**config.mk**
```make
export PLATFORM = sky130hd
export DESIGN_NAME = sub_result_capture
export DESIGN_NICKNAME = d
export VERILOG_FILES = /design/src/rtl/sub_result_capture.sv
export SDC_FILE = /design/constraint.sdc
export NUM_CORES = 1
export LEC_CHECK = 0
export ABC_AREA = 1
export BUFFER_PORTS_ARGS = -buffer_cell sky130_fd_sc_hd__buf_2
export CORE_MARGIN = 5
export CORE_UTILIZATION = 52
export CTS_BUF_LIST = sky130_fd_sc_hd__clkbuf_8
export CTS_CLUSTER_SIZE = 28
export DETAILED_ROUTE_END_ITERATION = 12
export GPL_TIMING_DRIVEN = 0
export PLACE_DENSITY = 0.79
export SYNTH_ARGS = -nofsm -noshare
export SYNTH_HDL_FRONTEND = slang
export SYNTH_SLANG_ARGS = --single-unit
```
**constraint.sdc**
```tcl
create_clock -name clk -period 6.9 [get_ports clk]
set_clock_uncertainty 0.15 [all_clocks]
set_input_delay 1.035 -clock clk [delete_from_list [all_inputs] [get_ports clk]]
set_output_delay 1.035 -clock clk [all_outputs]
set_load 0.02 [all_outputs]
```
**src/rtl/sub_result_capture.sv**
```systemverilog
// sub_result_capture
//   Downstream capture stage of the 64-bit subtractor. On each accepted
//   (in_a, in_b, in_result) triple, the difference and its unsigned borrow
//   are pushed into a 2-entry skid FIFO. The FIFO head is presented
//   downstream with its own valid/ready handshake. The stage also keeps a
//   running modular sum and a saturating count of accepted differences.
//
//   Optional build macro SUB_RESULT_CHECK_EN adds a self-check: on each
//   accept, in_result is compared with in_a - in_b. A mismatch sets the
//   sticky output check_err, which only rst clears.
//
// Ports
//   clk, rst                  clock; asynchronous active-high reset
//   in_valid / in_ready       upstream handshake (in_ready is registered)
//   in_a, in_b, in_result     operands and subtractor difference
//   clear                     synchronous clear of acc_sum / acc_count
//   out_valid / out_ready     downstream handshake
//   out_result, out_borrow    head entry difference and borrow flag
//   acc_sum                   sum of accepted in_result, mod 2^WIDTH
//   acc_count                 accepted transactions, saturating
//   check_err                 (SUB_RESULT_CHECK_EN only) sticky mismatch flag
module sub_result_capture #(
  parameter int unsigned WIDTH = 64,
  parameter int unsigned CNT_W = 32
) (
  input  logic             clk,
  input  logic             rst,
  input  logic             in_valid,
  output logic             in_ready,
  input  logic [WIDTH-1:0] in_a,
  input  logic [WIDTH-1:0] in_b,
  input  logic [WIDTH-1:0] in_result,
  input  logic             clear,
  output logic             out_valid,
  input  logic             out_ready,
  output logic [WIDTH-1:0] out_result,
  output logic             out_borrow,
  output logic [WIDTH-1:0] acc_sum,
  output logic [CNT_W-1:0] acc_count
`ifdef SUB_RESULT_CHECK_EN
  ,
  output logic             check_err
`endif
);

  logic [1:0]       r_count;
  logic             r_head;
  logic             r_tail;
  logic [WIDTH-1:0] r_res [2];
  logic             r_brw [2];
  logic             r_in_ready;
  logic [WIDTH-1:0] r_acc_sum;
  logic [CNT_W-1:0] r_acc_count;

  logic             w_accept;
  logic             w_pop;
  logic [1:0]       w_count_nxt;

  assign w_accept = in_valid && r_in_ready;
  assign w_pop    = (r_count != 2'd0) && out_ready;

  always_comb begin
    w_count_nxt = r_count;
    case ({w_accept, w_pop})
      2'b10:   w_count_nxt = r_count + 2'd1;
      2'b01:   w_count_nxt = r_count - 2'd1;
      default: w_count_nxt = r_count;
    endcase
  end

  // in_ready is registered from the next occupancy, so it holds 0 through
  // reset, rises on the first edge after release, and never depends on
  // out_ready combinationally.
  always_ff @(posedge clk or posedge rst) begin
    if (rst) begin
      r_count    <= 2'd0;
      r_head     <= 1'b0;
      r_tail     <= 1'b0;
      r_in_ready <= 1'b0;
      for (int unsigned i = 0; i < 2; i++) begin
        r_res[i] <= '0;
        r_brw[i] <= 1'b0;
      end
    end else begin
      r_count    <= w_count_nxt;
      r_in_ready <= (w_count_nxt != 2'd2);
      if (w_accept) begin
        r_res[r_tail] <= in_result;
        r_brw[r_tail] <= (in_a < in_b);
        r_tail        <= ~r_tail;
      end
      if (w_pop) begin
        r_head <= ~r_head;
      end
    end
  end

  always_ff @(posedge clk or posedge rst) begin
    if (rst) begin
      r_acc_sum   <= '0;
      r_acc_count <= '0;
    end else if (clear) begin
      // A coincident accept counts as the first transaction after clearing.
      if (w_accept) begin
        r_acc_sum   <= in_result;
        r_acc_count <= CNT_W'(1);
      end else begin
        r_acc_sum   <= '0;
        r_acc_count <= '0;
      end
    end else if (w_accept) begin
      r_acc_sum <= r_acc_sum + in_result;
      if (r_acc_count != '1) begin
        r_acc_count <= r_acc_count + CNT_W'(1);
      end
    end
  end

  assign in_ready   = r_in_ready;
  assign out_valid  = (r_count != 2'd0);
  assign out_result = r_res[r_head];
  assign out_borrow = r_brw[r_head];
  assign acc_sum    = r_acc_sum;
  assign acc_count  = r_acc_count;

`ifdef SUB_RESULT_CHECK_EN
  logic [WIDTH-1:0] w_expect;
  logic             w_mismatch;
  logic             r_check_err;

  assign w_expect   = in_a - in_b;
  assign w_mismatch = w_accept && (in_result != w_expect);

  always_ff @(posedge clk or posedge rst) begin
    if (rst) begin
      r_check_err <= 1'b0;
    end else if (w_mismatch) begin
      r_check_err <= 1'b1;
    end
  end

  assign check_err = r_check_err;

`ifndef SYNTHESIS
  always_ff @(posedge clk) begin
    if (!rst && w_mismatch) begin
      $error("sub_result_capture: a=%h b=%h expected=%h got=%h",
             in_a, in_b, w_expect, in_result);
    end
  end
`endif
`endif

endmodule

```
==> impl_results.md, run 1 <==
- Detail Route Antenna Nets: 0
- Compound-Gate Fraction of Synth Area: 10.9%
- Period Utilization, post-route: 57.4%
- Number of global-route vias before repair: 19.5k
- P&R area growth vs syn: 17.9%
- Post-synthesis simple-gate area fraction: 33.2%
- VDD IR max: 0.340 mV
- CTS root buf: clkbuf_8
- Status: complete, no violations
- Cell Count Post-Placement: 3,708
- Final design utilization: 61.8%
- Endpoints failing setup: 0
- I/O Buffers: 359
- Worst slew pin tran: 1.06 ns
- 1st-pass router iterations: 6
- Dominant cell type by area after synthesis: dfrtp_1
- Largest family of logic cells by synthesized area: simple AND/OR/NAND/NOR gates
- DRC: 0
- Share of layout cells above drive strength 1: 13.6%
- Setup TNS: 0 ns
- Worst-path clk slew: 0.06 ns
- Commonest non-fill, non-tap cell in the layout: nand2_1
- Synth Register Bits: 231
- RSZ-0062 raised after global routing: false
- Gr usage total: 33.2%
- Mux cell area share after synthesis: 0%
- Post-Place Setup Slack: 3.29 ns
- Post-synth top area share: 32.1%
- Std-Cell Rows: 68
- Chip Height: 196 um
- Worst Setup End Kind: output port
- Skew-Pair Late Insertion Delay: 0.61 ns
- Die span in x: 196 um
- Ys async rst share: 100%
- Filler cells: 3,408
- Hold Buf Count CTS: 0
- Cells after Synth: 2,889
- Most frequent cells in the layout: nand2_1 (1,189), inv_1 (513), buf_2 (365), dfrtp_1 (231), o21ai_0 (208)
- LEAKAGE: 12.8 nW
- Hold Path Cell Cnt: 2
- Drt first-iter violations: 1,353
- Worst min path class: reg -> reg
- WL/cell: 17.3 um
- Post-Synth XOR/XNOR Area: 2.43%
- Critical path class: reg -> out
- Syn nets: 3,215
- Fin. Hold Viols: 0
- Post-CTS Resized: 0
- Slew Limit Fails: 0
- Synth warn: 0
- Max-Cap Viols: 0
- Worst endpoint required time: 5.71 ns
- Mapped Avg Cell Area: 6.24 um2
- Netlist cell types: 38
- Crit path max fanout: 10
- Power Dens Cells: 371 nW/um2
- Final min period: 3.96 ns
- Die area: 38,500 um2
- Number of vias per cell: 5.23
- CTS Buf Count: 41
- Final Non-Filler Cells: 3,777
- Startpoint types: flop
- Dpl hpwl: 53,900 um
- IO Count: 360
- Setup ws final: 2.94 ns
- Initial antenna violation count: 1
- Post-CTS Setup Bufs: 0
- Core Area: 34,400 um2
- H-tree depth reported by CTS: 2
- Worst Path Arrival: 2.78 ns
- Initial core utilization: 52.4%
- Synth Area in Adders: 8.99%
- Routed vias: 19.8k
- Clock Path Buffers: 3
- Cell area after synthesis: 18,000 um2
- Slew HR: 29.4%
- Final RePlAce weighted congestion: 0.958
- Reg2reg path depth: 7
- Post-Route WL: 65,400 um
- Largest cells by area after synthesis: dfrtp_1 (32%), nand2_1 (25%), inv_1 (10%)
- Post-synthesis sequential area ratio: 32.1%
- Net count, final: 3,622
- Synth Flop Type: dfrtp_1
- Largest net degree at the start of global routing: 44
- Number of synthesized flops with an enable pin: 0
- Global route overflow: 0
- First-pass GRT wire length: 102,000 um
- Max Freq: 0.252 GHz
- Clock sink count: 231
- TritonCTS clock tree: yes
registers in the layout (all words and copies together), names as in the netlist:
register / count
acc_count: 32
in_ready: 1
r_brw: 2
r_head: 1
r_tail: 1
acc_sum: 64
r_count: 2
r_res: 128
per-layer routing:
| metal | vias to the layer above | global-route usage, % | part of all wire (%) |
|---|---|---|---|
| met5 | - | 0 | 0 |
| met4 | 0 | 12.6 | 3.9 |
| met3 | 150 | 4.72 | 7.0 |
| met2 | 780 | 55.6 | 47 |
| met1 | 9127 | 43.8 | 42 |
| li1 | 9705 | - | - |
where the power goes:
part / internal, mW / switching, mW / total, mW
clock network: 0.638 / 0.598 / 1.24
logic: 1.34 / 3.09 / 4.44
registers: 1.87 / 0.342 / 2.22
total: 3.86 / 4.04 / 7.89
metrics by stage:
| stage | area [um2] | power (mW) | hold slack [ns] |
|---|---|---|---|
| final | 21300 | 7.89 | 0.334 |
| after global routing | 21300 | 8.51 | 0.341 |
| after global placement | 20400 | 6.50 | 0.308 |
| after CTS | 21300 | 7.87 | 0.333 |
| after detailed placement | 20500 | 6.62 | 0.317 |
| after floorplan | 18000 | 5.06 | 0.292 |
cell type report:
type,instances,area [um2],share of cell area (%)
buffer,77,323,1.52
sequential,231,5780,27.2
antenna,1,2.50,0.0118
multi-input combinational,2073,10000,47.1
timing repair buffer,364,1900,8.92
clock buffer,45,619,2.91
inverter,508,1910,8.99
clock inverter,23,138,0.647
tap,455,569,2.68
Yosys cell counts, types with 8 or more instances:
cell,number
a21oi_1,138
nand2_1,1189
xor2_1,38
o21ai_0,208
ha_1,128
nand4_1,20
o31ai_1,18
inv_1,501
buf_1,8
nand3_1,94
nor2_1,151
nor3_1,33
clkbuf_1,59
dfrtp_1,231
xnor2_1,12
worst max-delay path, stage by stage, from the launching register on:
cell and delay (ns):
dfrtp_1 0.32, clkbuf_1 0.32, clkbuf_1 0.59, clkbuf_1 0.53, nand2_1 0.14, nand2_1 0.10
buf_2 0.16
worst paths after layout:
path	from	endpoint	slack, ns
worst max register to register	in_ready	r_res[123]	3.95
worst max-delay path	r_head	out_result[51]	2.94
max in group asynchronous	rst	r_res[47]	5.20
worst min register to register	r_brw[1]	r_brw[1]	0.33
min in group asynchronous	rst	r_res[17]	0.41
worst min-delay path	r_brw[1]	r_brw[1]	0.33
kinds of logic after synthesis:
| group | Yosys count |
|---|---|
| AOI/OAI and AO/OA | 379 |
| xor gates and xnor gates | 50 |
| adders and majority gates | 129 |
| buffers and inverters | 585 |
| DFF | 231 |
| and+or+nand+nor | 1515 |
Note: power is estimated with default switching activity, not from simulation.
==> run 2: changes to the inputs <==
--- a/config.mk
+++ b/config.mk
@@ -5,10 +5,10 @@
 export SDC_FILE = /design/constraint.sdc
 export NUM_CORES = 1
 export LEC_CHECK = 0
-export ABC_AREA = 1
+export ABC_AREA = 0
 export BUFFER_PORTS_ARGS = -buffer_cell sky130_fd_sc_hd__buf_2
 export CORE_MARGIN = 5
-export CORE_UTILIZATION = 52
+export CORE_UTILIZATION = 51
 export CTS_BUF_LIST = sky130_fd_sc_hd__clkbuf_8
 export CTS_CLUSTER_SIZE = 28
 export DETAILED_ROUTE_END_ITERATION = 12
==> constraint.sdc (replaced) <==
create_clock -name clk -period 3.37 [get_ports clk]
set_clock_uncertainty 0.15 [all_clocks]
set_input_delay 0.5055 -clock clk [delete_from_list [all_inputs] [get_ports clk]]
set_output_delay 0.5055 -clock clk [all_outputs]
set_load 0.02 [all_outputs]
==> run 2 against run 1 <==
Effect of this change: the run now ends with negative setup slack left; highest routed layer is now met5; register-to-register slack got worse by 4.0 ns; largest cell class unchanged; largest power group unchanged; synthesized area decreased by 14%; cell count decreased by 35%.
==> impl_results.md, run 2 <==
- Worst endpoint required time: 3.62 ns (-2.09 ns)
- Global route overflow: 0 (unchanged)
- Commonest cells in the netlist: dfrtp_1 (231), mux2_2 (193), a21oi_1 (160)
- Worst Setup End Kind: flop
- CP Cell Sequence: ha_2 -> fa_2 -> a21oi_4 -> o21ai_2 -> a31o_2 -> or3_4 -> nand4_1 -> a211oi_2 -> o211a_1 -> or3_1 -> xnor2_1 -> o21ai_1
- Share of layout cells above drive strength 1: 34.2% (+21 points)
- P_sw: 6.98 mW (+73%)
- Cell area after synthesis: 15,400 um2 (-14%)
- Status: complete, but fails checks
- Final Non-Filler Cells: 2,467 (-35%)
- Setup ws final: -0.0686 ns (-3.01 ns)
- Post-synthesis sequential area ratio: 37.5% (+5.4 points)
- Filler cells: 2,476 (-27%)
- Startpoint types: flop
- Period Utilization, post-route: 102%
- Max FFs per register: 128 (unchanged)
- Final min period: 3.44 ns
- Max Freq: 0.291 GHz
- Chip Height: 184 um (-6.2%)
- Cell Count Post-Placement: 2,375 (-36%)
- Syn nets: 1,946 (-39%)
- Slew Limit Fails: 0 (unchanged)
- Mapped Avg Cell Area: 9.53 um2 (+53%)
- Core Area: 29,800 um2 (-13%)
- DRC: 0 (unchanged)
- Number of global-route vias before repair: 14.5k (-25%)
- CTS Buf Count: 42 (+2.4%)
- Setup TNS: -0.154 ns (-0.154 ns)
- Worst min path class: in -> reg
- Max-Cap Viols: 0 (unchanged)
- CP peak stage delay: 0.40 ns (-0.19 ns)
- Reg2reg path depth: 12 (+5)
- Net count, final: 2,369 (-35%)
- Std-Cell Rows: 63 (-7.4%)
- IO Count: 360 (unchanged)
- Critical path's top delay family: compound AO/OA/AOI/OAI gates
- First-pass GRT wire length: 75,300 um (-26%)
- Die span in x: 184 um (-6.2%)
- Dominant cell type by area after synthesis: dfrtp_1
- Commonest non-fill, non-tap cell in the layout: buf_2
- Slew HR: 45.9% (+17 points)
- Post-Route WL: 48,100 um (-26%)
- Top reg by flops: r_res
- Worst Path Buf+Inv: 0 (-4)
- Capturing point of the worst reg2reg path: acc_sum[50]
- Fin. Hold Viols: 0 (unchanged)
- TritonCTS clock tree: yes
- Synth Register Bits: 231 (unchanged)
- Reg2Reg Launch Point: acc_sum[0]
- Worst Path Arrival: 3.69 ns (+0.91 ns)
- Largest cells by area after synthesis: dfrtp_1 (37%), mux2_2 (14%), ha_1 (10%)
- Final hold slack: 0.0607 ns (-0.273 ns)
- Slowest cell on crit path: or3_4
- 1st-pass router iterations: 5 (-1)
- Synth warn: 0 (unchanged)
- Worst setup path end: acc_sum[50]
- CTS root buf: clkbuf_8
- Clock sink count: 231 (unchanged)
- Initial core utilization: 51.8% (-0.66 points)
- Synth Flop Type: dfrtp_1
- Crit path from: acc_sum[0]
- Critical path class: reg -> reg
- Drt first-iter violations: 688 (-49%)
- Sequential share of power: 28.3% (+0.2 points)
- Dpl hpwl: 37,300 um (-31%)
- Crit path max fanout: 5 (-5)
- Ys async rst share: 100% (unchanged)
- Number of vias per cell: 5.73 (+9.5%)
- Detail Route Antenna Nets: 0 (unchanged)
- Failing checks: negative setup slack
- Skew-Pair Late Insertion Delay: 0.56 ns (-0.05 ns)
- Final design utilization: 64.1% (+2.2 points)
- Worst-path clk slew: 0.06 ns (about the same)
- Crit path depth: 12 (+6)
- Post-synth top area share: 37.5% (+5.4 points)
- Routed vias: 14.1k (-28%)
- FF-to-FF setup slack: -0.07 ns (-4.02 ns)
- Cells after Synth: 1,620 (-44%)
- P&R area growth vs syn: 23.7%
- Final RePlAce weighted congestion: 0.978 (+2.1%)
- Netlist cell types: 67 (+76%)
- VDD IR max: 0.476 mV (+40%)
- I/O Buffers: 359 (unchanged)
- H-tree depth reported by CTS: 2 (unchanged)
- Comb pwr share: 53.6% (-2.7 points)
- Pint: 9.23 mW (+140%)
- Most frequent cells in the layout: buf_2 (364), dfrtp_1 (230), mux2_2 (193), a21oi_1 (152), ha_1 (126)
- RSZ-0062 raised after global routing: true
- Gr usage total: 27.5% (-5.7 points)
- Clock share of power: 18.1% (+2.4 points)
- Largest net degree at the start of global routing: 42 (-4.5%)
- Power Dens Cells: 849 nW/um2 (+130%)
- Clock Path Buffers: 3 (unchanged)
- LEAKAGE: 9.33 nW (-27%)
- WL/cell: 19.5 um (+13%)
- Number of synthesized flops with an enable pin: 0 (unchanged)
- Initial antenna violation count: 2 (+1)
- Endpoints failing setup: 5 (+5)
- Most frequent cell after synthesis: dfrtp_1
- Worst slew pin tran: 0.811 ns (-0.248 ns)
- Sw Share: 43.0% (-8.1 points)
- Die area: 33,800 um2 (-12%)
-- run 2: power groups by stage --
stage / sequential, mW / clock, mW / combinational (mW)
2_1_floorplan: 4.73 / 0 / 5.70
3_3_place_gp: 4.47 / 0 / 8.23
3_5_place_dp: 4.58 / 0 / 8.41
4_1_cts: 4.58 / 2.97 / 8.51
5_1_grt: 4.72 / 3.10 / 9.44
6_report: 4.59 / 2.93 / 8.70
-- run 2: worst min path at each step --
stage                  start          end  slack [ns]  cells after the start
2_1_floorplan     r_count[1]   r_count[1]        0.30                      1
3_3_place_gp      r_count[1]   r_count[1]        0.32                      1
3_5_place_dp       r_res[21]    r_res[21]        0.34                      1
4_1_cts        in_result[37]  acc_sum[37]        0.04                      3
5_1_grt        in_result[27]  acc_sum[27]        0.06                      3
6_report       in_result[37]  acc_sum[37]        0.06                      3
-- run 2: final cells by class --
cell class | count | area [um2] | area share (%)
diodes | 1 | 2.50 | 0.0131
multi-input cells | 1228 | 9210 | 48.2
plain buffers | 66 | 284 | 1.49
flip-flops and latches | 231 | 5780 | 30.3
well taps | 390 | 488 | 2.56
clock buffers | 56 | 771 | 4.04
inverters | 92 | 349 | 1.83
repair buffers | 382 | 2050 | 10.7
clock inverters | 21 | 158 | 0.826
-- run 2: repair_timing --
action,4_1_cts,5_1_grt
setup buffers,10,6
hold endpoints to repair,24,0
pin swaps,17,17
resized for setup,22,42
setup endpoints to repair,124,57
hold buffers,1,0
-- run 2: logic make-up (layout without fill, tap and decap cells) --
| logic type | Yosys count | after routing | synth area share [%] |
|---|---|---|---|
| xor+xnor | 84 | 84 | 4.77 |
| buf+inv | 161 | 617 | 4.05 |
| fa+ha+maj | 129 | 129 | 10.5 |
| flops | 231 | 231 | 37.5 |
| simple gates | 388 | 388 | 12.2 |
| compound gates | 424 | 424 | 16.3 |
| other cells | 0 | 1 | 0 |
| mux | 203 | 203 | 14.7 |
-- run 2: tightest hold or removal path, stage by stage --
cell     delay [ns]
buf_2          0.11
nand2_1        0.05
o21ai_0        0.06
-- run 2: routing by layer --
layer  vias to the layer above  wire [um]  part of all wire, %  GRT usage [%]
met2                       566      23100                   48           46.3
met5                         -          8                0.017              0
li1                       6669          -                    -              -
met1                      6774      19100                   40           33.9
met3                       127       3770                  7.8           6.43
met4                         2       2120                  4.4           11.8
-- run 2: metrics by stage --
step | worst slack (ns) | power, mW | instance area (um2)
6_report | -0.0686 | 16.2 | 19100
5_1_grt | -0.174 | 17.3 | 19100
4_1_cts | -0.0439 | 16.1 | 18900
3_5_place_dp | -0.550 | 13.0 | 17800
3_3_place_gp | -1.64 | 12.7 | 17700
2_1_floorplan | -0.307 | 10.4 | 15400
